===== src/rtl/soc_bus_arbiter_pkg.sv =====
// Shared types and constants for the SoC bus arbiter.
// Bus widths, idle words, strobe levels and FSM states.
package soc_bus_arbiter_pkg;

  localparam int ADDR_BUS_WIDTH = 32;
  localparam int DATA_BUS_WIDTH = 32;
  localparam int N_MASTERS      = 4;

  localparam logic [DATA_BUS_WIDTH-1:0] ZERO_WORD = '0;
  localparam logic [ADDR_BUS_WIDTH-1:0] ZERO_ADDR = '0;

  localparam logic VALID   = 1'b1;
  localparam logic INVALID = 1'b0;

  typedef enum logic {
    IDLE = 1'b0,
    OWN  = 1'b1
  } arb_state_e;

  function automatic logic [3:0] onehot4(
    input logic [1:0] idx
  );
    return 4'b0001 << idx;
  endfunction

endpackage


===== src/rtl/soc_bus_arbiter_rr_pick.sv =====
// Round-robin winner select over four requesters.
// Scans last+1, last+2, ... wrapping, last itself is checked last.
module soc_rr_pick
  import soc_bus_arbiter_pkg::*;
(
  input  logic [3:0] req_i,
  input  logic [1:0] last_i,
  output logic [1:0] win_o,
  output logic       found_o
);

  logic [1:0] idx;

  // farthest candidate first so the nearest requester overwrites it
  always_comb begin
    win_o   = 2'd0;
    found_o = 1'b0;
    idx     = 2'd0;
    for (int d = 4; d >= 1; d--) begin
      idx = last_i + 2'(d);
      if (req_i[idx]) begin
        win_o   = idx;
        found_o = 1'b1;
      end
    end
  end

endmodule


===== src/rtl/soc_bus_arbiter.sv =====
// Four-master round-robin arbiter for the SoC system bus.
// Grant hold with optional preemption after MAX_HOLD cycles.
module soc_bus_arbiter
  import soc_bus_arbiter_pkg::*;
#(
  parameter int MAX_HOLD = 16,
  parameter int HOLD_W   = 5
) (
  input  logic                      clk,
  input  logic                      rst_n,
  input  logic                      m0_req_i,
  input  logic [ADDR_BUS_WIDTH-1:0] m0_addr_i,
  input  logic [DATA_BUS_WIDTH-1:0] m0_data_i,
  input  logic                      m0_we_i,
  input  logic                      m0_rd_i,
  output logic                      m0_gnt_o,
  output logic [DATA_BUS_WIDTH-1:0] m0_data_o,
  input  logic                      m1_req_i,
  input  logic [ADDR_BUS_WIDTH-1:0] m1_addr_i,
  input  logic [DATA_BUS_WIDTH-1:0] m1_data_i,
  input  logic                      m1_we_i,
  input  logic                      m1_rd_i,
  output logic                      m1_gnt_o,
  output logic [DATA_BUS_WIDTH-1:0] m1_data_o,
  input  logic                      m2_req_i,
  input  logic [ADDR_BUS_WIDTH-1:0] m2_addr_i,
  input  logic [DATA_BUS_WIDTH-1:0] m2_data_i,
  input  logic                      m2_we_i,
  input  logic                      m2_rd_i,
  output logic                      m2_gnt_o,
  output logic [DATA_BUS_WIDTH-1:0] m2_data_o,
  input  logic                      m3_req_i,
  input  logic [ADDR_BUS_WIDTH-1:0] m3_addr_i,
  input  logic [DATA_BUS_WIDTH-1:0] m3_data_i,
  input  logic                      m3_we_i,
  input  logic                      m3_rd_i,
  output logic                      m3_gnt_o,
  output logic [DATA_BUS_WIDTH-1:0] m3_data_o,
  output logic [ADDR_BUS_WIDTH-1:0] b_addr_o,
  output logic [DATA_BUS_WIDTH-1:0] b_data_o,
  output logic                      b_we_o,
  output logic                      b_rd_o,
  input  logic [DATA_BUS_WIDTH-1:0] b_data_i,
  output logic [1:0]                owner_o,
  output logic                      busy_o
);

  localparam bit PREEMPT_EN = (MAX_HOLD != 0);
  localparam logic [HOLD_W-1:0] HOLD_LIM =
    PREEMPT_EN ? HOLD_W'(MAX_HOLD - 1) : '1;

  logic [3:0]                req;
  logic [3:0]                we;
  logic [3:0]                rd;
  logic [ADDR_BUS_WIDTH-1:0] addr [N_MASTERS];
  logic [DATA_BUS_WIDTH-1:0] wdat [N_MASTERS];

  arb_state_e  state_q, state_d;
  logic [1:0]  owner_q, owner_d;
  logic [1:0]  last_q, last_d;
  logic [HOLD_W-1:0] hold_q, hold_d;

  logic        busy;
  logic        own_req;
  logic [3:0]  pick_req;
  logic [1:0]  pick_last;
  logic [1:0]  win;
  logic        found;

  assign req = {m3_req_i, m2_req_i, m1_req_i, m0_req_i};
  assign we  = {m3_we_i, m2_we_i, m1_we_i, m0_we_i};
  assign rd  = {m3_rd_i, m2_rd_i, m1_rd_i, m0_rd_i};

  assign addr[0] = m0_addr_i;
  assign addr[1] = m1_addr_i;
  assign addr[2] = m2_addr_i;
  assign addr[3] = m3_addr_i;
  assign wdat[0] = m0_data_i;
  assign wdat[1] = m1_data_i;
  assign wdat[2] = m2_data_i;
  assign wdat[3] = m3_data_i;

  assign busy    = (state_q == OWN);
  assign own_req = req[owner_q];

  // while owning, rotate from the owner and exclude it;
  // while idle, rotate from the last released master
  always_comb begin
    pick_req  = req;
    pick_last = last_q;
    if (busy) begin
      pick_req  = req & ~onehot4(owner_q);
      pick_last = owner_q;
    end
  end

  soc_rr_pick u_pick (
    .req_i   (pick_req),
    .last_i  (pick_last),
    .win_o   (win),
    .found_o (found)
  );

  // arbitration state register
  always_ff @(posedge clk or negedge rst_n) begin
    if (!rst_n) begin
      state_q <= IDLE;
      owner_q <= 2'd0;
      last_q  <= 2'd3;
      hold_q  <= '0;
    end else begin
      state_q <= state_d;
      owner_q <= owner_d;
      last_q  <= last_d;
      hold_q  <= hold_d;
    end
  end

  // grant, release, preempt and hold counting
  always_comb begin
    state_d = state_q;
    owner_d = owner_q;
    last_d  = last_q;
    hold_d  = hold_q;
    unique case (state_q)
      IDLE: begin
        if (found) begin
          state_d = OWN;
          owner_d = win;
          hold_d  = '0;
        end
      end
      OWN: begin
        if (!own_req) begin
          last_d = owner_q;
          hold_d = '0;
          if (found) begin
            owner_d = win;
          end else begin
            state_d = IDLE;
          end
        end else if (PREEMPT_EN &&
                     hold_q == HOLD_LIM &&
                     found) begin
          last_d  = owner_q;
          owner_d = win;
          hold_d  = '0;
        end else if (hold_q != HOLD_LIM) begin
          hold_d = hold_q + 1'b1;
        end
      end
    endcase
  end

  // bus-side mux; strobes gated by the owner's live request
  always_comb begin
    b_addr_o = ZERO_ADDR;
    b_data_o = ZERO_WORD;
    b_we_o   = INVALID;
    b_rd_o   = INVALID;
    if (busy) begin
      b_addr_o = addr[owner_q];
      b_data_o = wdat[owner_q];
      b_we_o   = own_req & we[owner_q];
      b_rd_o   = own_req & rd[owner_q];
    end
  end

  // read return and grant decode
  always_comb begin
    m0_data_o = ZERO_WORD;
    m1_data_o = ZERO_WORD;
    m2_data_o = ZERO_WORD;
    m3_data_o = ZERO_WORD;
    m0_gnt_o  = 1'b0;
    m1_gnt_o  = 1'b0;
    m2_gnt_o  = 1'b0;
    m3_gnt_o  = 1'b0;
    if (busy) begin
      unique case (owner_q)
        2'd0: begin m0_gnt_o = 1'b1; m0_data_o = b_data_i; end
        2'd1: begin m1_gnt_o = 1'b1; m1_data_o = b_data_i; end
        2'd2: begin m2_gnt_o = 1'b1; m2_data_o = b_data_i; end
        2'd3: begin m3_gnt_o = 1'b1; m3_data_o = b_data_i; end
      endcase
    end
  end

  assign owner_o = owner_q;
  assign busy_o  = busy;

endmodule


===== config.mk =====
export PLATFORM = sky130hd
export DESIGN_NAME = soc_bus_arbiter
export DESIGN_NICKNAME = d
export VERILOG_FILES = /design/src/rtl/soc_bus_arbiter_pkg.sv /design/src/rtl/soc_bus_arbiter_rr_pick.sv /design/src/rtl/soc_bus_arbiter.sv
export SDC_FILE = /design/constraint.sdc
export NUM_CORES = 1
export LEC_CHECK = 0
export BUFFER_PORTS_ARGS = -buffer_cell sky130_fd_sc_hd__buf_2
export CORE_AREA = 2 2 198 200
export CTS_BUF_LIST = sky130_fd_sc_hd__clkbuf_4
export DETAILED_ROUTE_END_ITERATION = 12
export DIE_AREA = 0 0 200 202
export GPL_TIMING_DRIVEN = 0
export PLACE_DENSITY = 0.3
export SYNTH_ARGS = -nofsm -noshare
export SYNTH_HDL_FRONTEND = slang
export SYNTH_SLANG_ARGS = --single-unit

===== constraint.sdc =====
create_clock -name clk -period 2.4 [get_ports clk]
set_input_delay 0 -clock clk [delete_from_list [all_inputs] [get_ports clk]]
set_output_delay 0 -clock clk [all_outputs]
set_load 0.01 [all_outputs]

* Word level (Yosys, flattened, before mapping)
Cells that the tools add are included.
** Word-level totals
- Latch bits :: 0
- Memories :: 0
- Word-level logic and storage cells :: 98
- Register bits :: 10
- Memory bits (read-only) :: 0
- Output and inout port bits :: 201
- Bits in writable memories :: 0
** Operators by class
- Mux-type cells :: 64
- Shifts and indexed selects :: 1
- $lt $le $gt $ge :: 6
- Bitwise logic cells :: 6
- Equal/unequal tests :: 9
- Reduce and logical (&&, ||, !) cells :: 4
- Div/mod/pow operators :: 0
- $mul :: 0
- Add/subtract/negate cells :: 4
** Operators by type and width (count)
- $mux W32 :: 14
- $bmux W32 S2 :: 2
- $mux W1 :: 23
- $mux W2 :: 10
- $mux W5 :: 4
- $lt A2 B3 Y1 const B :: 5
- $bmux W1 S2 :: 7
- $pmux W5 S2 :: 1
- $add A5 B1 Y5 const B :: 1
- $eq A5 B4 Y1 const B :: 1
- $ne A5 B4 Y1 const B :: 1
- $add A2 B2 Y2 const B :: 2
- $and A4 B4 Y4 :: 1
- $eq A2 B2 Y1 const B :: 2
- $mux W4 :: 1
- $ne A4 B2 Y1 const B :: 1
- $not A4 Y4 :: 1
- $pmux W2 S2 :: 1
- $reduce_and A2 Y1 :: 2
- $shl A1 B2 Y4 const A :: 1
- $ge A3 B3 Y1 const B :: 1
- $ne A3 B2 Y1 const B :: 1
- $not A2 Y3 :: 1
- $add A2 B1 Y2 const B :: 1
- other kinds (8) :: 9

* Logic depth before layout (Yosys ltp)
- Depth in word-level cells :: 14
- Mapped depth :: 7
- Gate-level depth less buffers :: 6

* By module
A second synthesis with hierarchy kept.
** Unflattened totals
- Cells, all modules :: 365
- Area total of the unflattened synthesis :: 3515.9 um^2
** Modules (own cells, without submodules)
- soc_bus_arbiter :: cells each 351, area each 3424.5 um^2, instances 1
- soc_rr_pick :: cells each 14, area each 91.3 um^2, instances 1

* Worst setup path after synthesis
OpenSTA, ideal clock, no wires.
- Path type :: register -> register
- From :: reg last_q[0]
- To :: reg owner_q[1], in the netlist owner_o[1]
- Data required time :: 2272 ps
- Cell stages (with the launch flop) :: 7
- Slack :: 563 ps
- Library setup time :: 128 ps
- Path buffers :: 1
- Arrival time :: 1709 ps
- Cells stage by stage :: dfstp_2 > buf_2 > mux2i_1 > a2bb2oi_1 > a21boi_0 > o211ai_1 > mux2_1
** On the way
- Cells in the longest elaborated chain, start to end :: 10
- Elaborated cells between the ends (all ways) :: 26
- Those cells by class :: add/sub (3); eq/ne (1); mux (21); reduce/logical (1)
** Ends and longest elaborated chain
- from (decl) :: line soc_bus_arbiter.sv:60 : logic [1:0] last_q, last_d;
- from (signal assigned) :: line soc_bus_arbiter.sv:114 : last_q <= last_d;
- $mux W2 (*) :: line soc_bus_arbiter.sv:91 : if (busy) begin
- $add A2 B2 Y2 / $bmux W1 S2 (equally long branches) :: line soc_bus_arbiter_rr_pick.sv:20, soc_bus_arbiter_rr_pick.sv:21
- $bmux W1 S2 / $mux W1 (equally long branches) :: line soc_bus_arbiter_rr_pick.sv:21 : if (req_i[idx]) begin
- $mux W1 (not written as such) / $mux W2 (equally long branches) :: line soc_bus_arbiter_rr_pick.sv:21
- $mux W2 / $mux W1 (equally long branches) (3 in series) :: line soc_bus_arbiter_rr_pick.sv:21
- $mux W2, on equally long branches :: line soc_bus_arbiter.sv:127, soc_bus_arbiter.sv:137, soc_bus_arbiter.sv:142
- $mux W2 :: line soc_bus_arbiter.sv:134 : if (!own_req) begin
- $pmux W2 S2 :: line soc_bus_arbiter.sv:125 : unique case (state_q)
- to (signal assigned) :: line soc_bus_arbiter.sv:113 : owner_q <= owner_d;
- to (decl) :: line soc_bus_arbiter.sv:59 : logic [1:0] owner_q, owner_d;
Every way passes the cells marked *; elsewhere a longest branch is shown, timed or not. The select of a mux whose other input is x is not followed.
A chain may end at the register's enable or synchronous reset.

* Worst setup path in the final report
- From :: reg owner_q[0], in the netlist owner_o[0]
- To :: out b_addr_o[24]
** On the way
- Cells in the longest elaborated chain, start to end :: 5
** Ends and longest elaborated chain
- $not A2 Y3 (not written as such) :: line soc_bus_arbiter.sv:162 : b_addr_o = addr[owner_q];
- $bmux W32 S2 :: line soc_bus_arbiter.sv:162
- $mux W32 (not written as such) (2 in series) :: line soc_bus_arbiter.sv:162
- $mux W32 :: line soc_bus_arbiter.sv:161 : if (busy) begin
- to (decl) :: line soc_bus_arbiter.sv:39 : output logic [ADDR_BUS_WIDTH-1:0] b_addr_o,
No other way between the ends. The select of a mux whose other input is x is not followed.

==> metrics.cfg <==
[placed_design]
detailed_place_hpwl_um=22400
numPlacedInstances=1397
pre_cts_ws_ns=-0.500
gp_routability_congestion=0.766
placement.cell_area_mm2=0.00685
io_buffers=501

[worst_setup_path]
crit_chain=buf_6, buf_6, mux4_2, and2_1, buf_2
worstPathRequired_ns=2.40
stages_on_worst_setup_path=5
critical_path.slowest_cell=sky130_fd_sc_hd__mux4_2
reg2regPathDepth=6
worst_ep_arrival_time_ns=2.23
critical_path.max_fanout=10
worst_path_dominant_cell_family=buffers and inverters
critical-path-top-cell-by-count=sky130_fd_sc_hd__buf_6
start_kind=register
crit_path_category=register to output pin
cp.buffers_inverters=3
critical_path.endpoint_type=output pin
highest_cell_delay_on_the_worst_timing_path_ns=0.61

[yosys]
ys_async_sr_fraction_pct=100
ys_top_cells_by_area=sky130_fd_sc_hd__mux4_2 41%, sky130_fd_sc_hd__and2_1 33%, sky130_fd_sc_hd__dfrtp_1 5.4%
synth.yosys.seq_area_share_pct=6.85
yosys.cell_count.top_type=sky130_fd_sc_hd__and2_1
synth-edff-count=0
synthesis.yosys.warnings=0
post-synth-top-area-fraction_pct=40.9
synth_area_mm2=0.00369
ys_top_cells_by_count=193 x sky130_fd_sc_hd__and2_1, 67 x sky130_fd_sc_hd__mux4_2, 23 x sky130_fd_sc_hd__clkbuf_1
yosys.area.top_type=sky130_fd_sc_hd__mux4_2
syn-num-nets=681
synth_seq_cells=10
syn_area_per_cell_um2=9.77
synth_flop_cell=sky130_fd_sc_hd__dfrtp_1
synth.distinct_cells=44
postSynthCellCount=378

[detailed_routing]
drt-total-wl_um=25700
route.detailed.drc=0
dr_total_vias=5087
first_pass_detailed_route_iteration_total=4
routedWlPerCell_um=18.3
avgViaCountPerCell=3.63
ant_nets=0
drt_iter0_drc=127

[global_route]
grt_first_pass_wirelength_um=35100
pin_count_of_the_biggest_net_entering_global_routing=11
grt_overflow_total=0
vias_in_the_first_global_route=5283
antenna_found_initial=6
grt_util_all_layers_pct=11.8

[die]
fp.dieW_um=200
placementRows=72
dieArea_mm2=0.0404
core_region_area_mm2=0.0383
die_height_um=202
initial_core_util_pct=9.64
io-pin-count=503

[timing]
least_margin_pin_slew_ns=0.482
worst_hold_slack_ns=0.131
achievable_freq_mhz=449
unrepaired_setup_endpoints_after_global_routing=false
slew-limit-headroom_pct=67.9
layout_min_cycle_time_ns=2.23
finalCritPeriodShare_pct=92.8
finalHoldViolations=0
slew_viol_final=0
fin_worst_skew_ns=0.00354
worst_slack_ns=0.173
setup-violations-final=0

[layout]
finalInstanceArea_mm2=0.00698
final_std_cells_w_o_fill=1403
flow.area_growth_from_synthesis_pct=89.2
drive_gt1_share_pct=70.6
final.fill_count=4379
final_nets=1188
final_core_util_pct=18.2

[clock_network]
numCtsBuffers=3
clk_pin_slew_ns=0.07
cts-root-to-sink-buffers=2
worst_skew_pair.late_latency_ns=0.26
tritoncts=done
cts_htree_levels=1
clockRootBuffer=sky130_fd_sc_hd__clkbuf_4
cts_num_sinks=10

[run_status]
run_status=complete, no violations

[run]
maxCapViolCount=0

[power]
power.leakage_nw=3.60
irDropWorstVdd_mv=0.253
power.density_cell_area_mw_per_mm2=1060

[min_path]
min_path_type=input pin to async pin

[metrics by stage]
stage	setup TNS (ns)	power, mW
floorplan	0	4.42
global placement	-19.43	7.35
detailed placement	-19.42	7.30
CTS	0	7.57
global route	0	8.09
finish	0	7.38
[cell families after synthesis]
family,synth area share [%]
AND/OR/NAND/NOR,38.0
multiplexers,45.1
adder cells (fa/ha/maj),0.339
flip-flops,6.85
buffers and inverters,5.02
AO/OA/AOI/OAI,4.74
[worst reg2reg max path: cells and delay by family, from the launching register on]
family / cells / cell delay [ns]
AO/OA/AOI/OAI: 3 / 0.69
buffers and inverters: 1 / 0.20
flip-flops: 1 / 0.51
multiplexers: 2 / 0.61
[layout make-up]
cell class | instances | area [µm²] | share of cell area [%]
Buffer | 39 | 251 | 3.60
Multi-Input combinational cell | 327 | 3270 | 46.9
Antenna cell | 1 | 2.50 | 0.0358
Clock buffer | 4 | 30.0 | 0.430
Inverter | 2 | 7.51 | 0.107
Tap cell | 518 | 648 | 9.28
Timing Repair Buffer | 502 | 2520 | 36.0
Sequential cell | 10 | 254 | 3.64
[path summary, 6_finish.rpt]
check | slack [ns] | end | startpoint
max in group asynchronous | 2.00 | last_q[0] | rst_n
worst max-delay path | 0.17 | b_addr_o[24] | owner_o[0]
worst min-delay path | 0.13 | hold_q[3] | rst_n
worst max register to register | 0.29 | owner_o[1] | last_q[0]
min in group clk | 0.21 | owner_o[0] | m1_req_i
worst min register to register | 0.53 | hold_q[1] | hold_q[1]
[placed cells by master, fill, tap and decap left out, types with 2 or more instances in the layout]
| cell type | count |
|---|---|
| sky130_fd_sc_hd__a21oi_1 | 3 |
| sky130_fd_sc_hd__a2bb2oi_1 | 2 |
| sky130_fd_sc_hd__and2_1 | 193 |
| sky130_fd_sc_hd__and3_1 | 2 |
| sky130_fd_sc_hd__buf_2 | 505 |
| sky130_fd_sc_hd__buf_4 | 4 |
| sky130_fd_sc_hd__buf_6 | 6 |
| sky130_fd_sc_hd__clkbuf_1 | 6 |
| sky130_fd_sc_hd__clkbuf_2 | 15 |
| sky130_fd_sc_hd__clkbuf_4 | 7 |
| sky130_fd_sc_hd__dfrtp_1 | 7 |
| sky130_fd_sc_hd__dfstp_2 | 2 |
| sky130_fd_sc_hd__inv_1 | 2 |
| sky130_fd_sc_hd__mux2_1 | 4 |
| sky130_fd_sc_hd__mux2_2 | 3 |
| sky130_fd_sc_hd__mux2i_1 | 4 |
| sky130_fd_sc_hd__mux4_2 | 67 |
| sky130_fd_sc_hd__nand2_1 | 5 |
| sky130_fd_sc_hd__nand3_1 | 3 |
| sky130_fd_sc_hd__nor2_1 | 4 |
| sky130_fd_sc_hd__nor2b_1 | 2 |
| sky130_fd_sc_hd__o211ai_1 | 2 |
| sky130_fd_sc_hd__o21ai_0 | 2 |
| sky130_fd_sc_hd__o21ai_1 | 4 |
| sky130_fd_sc_hd__or3_1 | 2 |
[routing by layer]
layer  up-vias  wire, µm  track usage [%]
li1       2381         -                -
met1      2433     10600             14.3
met2       263     13300             22.7
met3        10      1720             1.55
met4         0       134            0.847
met5         -         0                0
[state kept, by name, summed over array words and instances, names as in the netlist]
signal / count
busy_o: 1
last_q: 2
owner_o: 2
hold_q: 5
[power breakdown]
group	switching, mW	internal (mW)
sequential	0.0825	0.244
clock	0.0575	0.0754
combinational	3.59	3.32
[repair_timing]
| item | CTS | global route |
|---|---|---|
| buffers inserted | 0 | 0 |
| setup endpoints to repair | 191 | 131 |
| resized for setup | 26 | 25 |
| endpoints found under the hold margin | 10 | 0 |
| hold buffers | 1 | 0 |
Note: power is estimated with default switching activity, not from simulation.
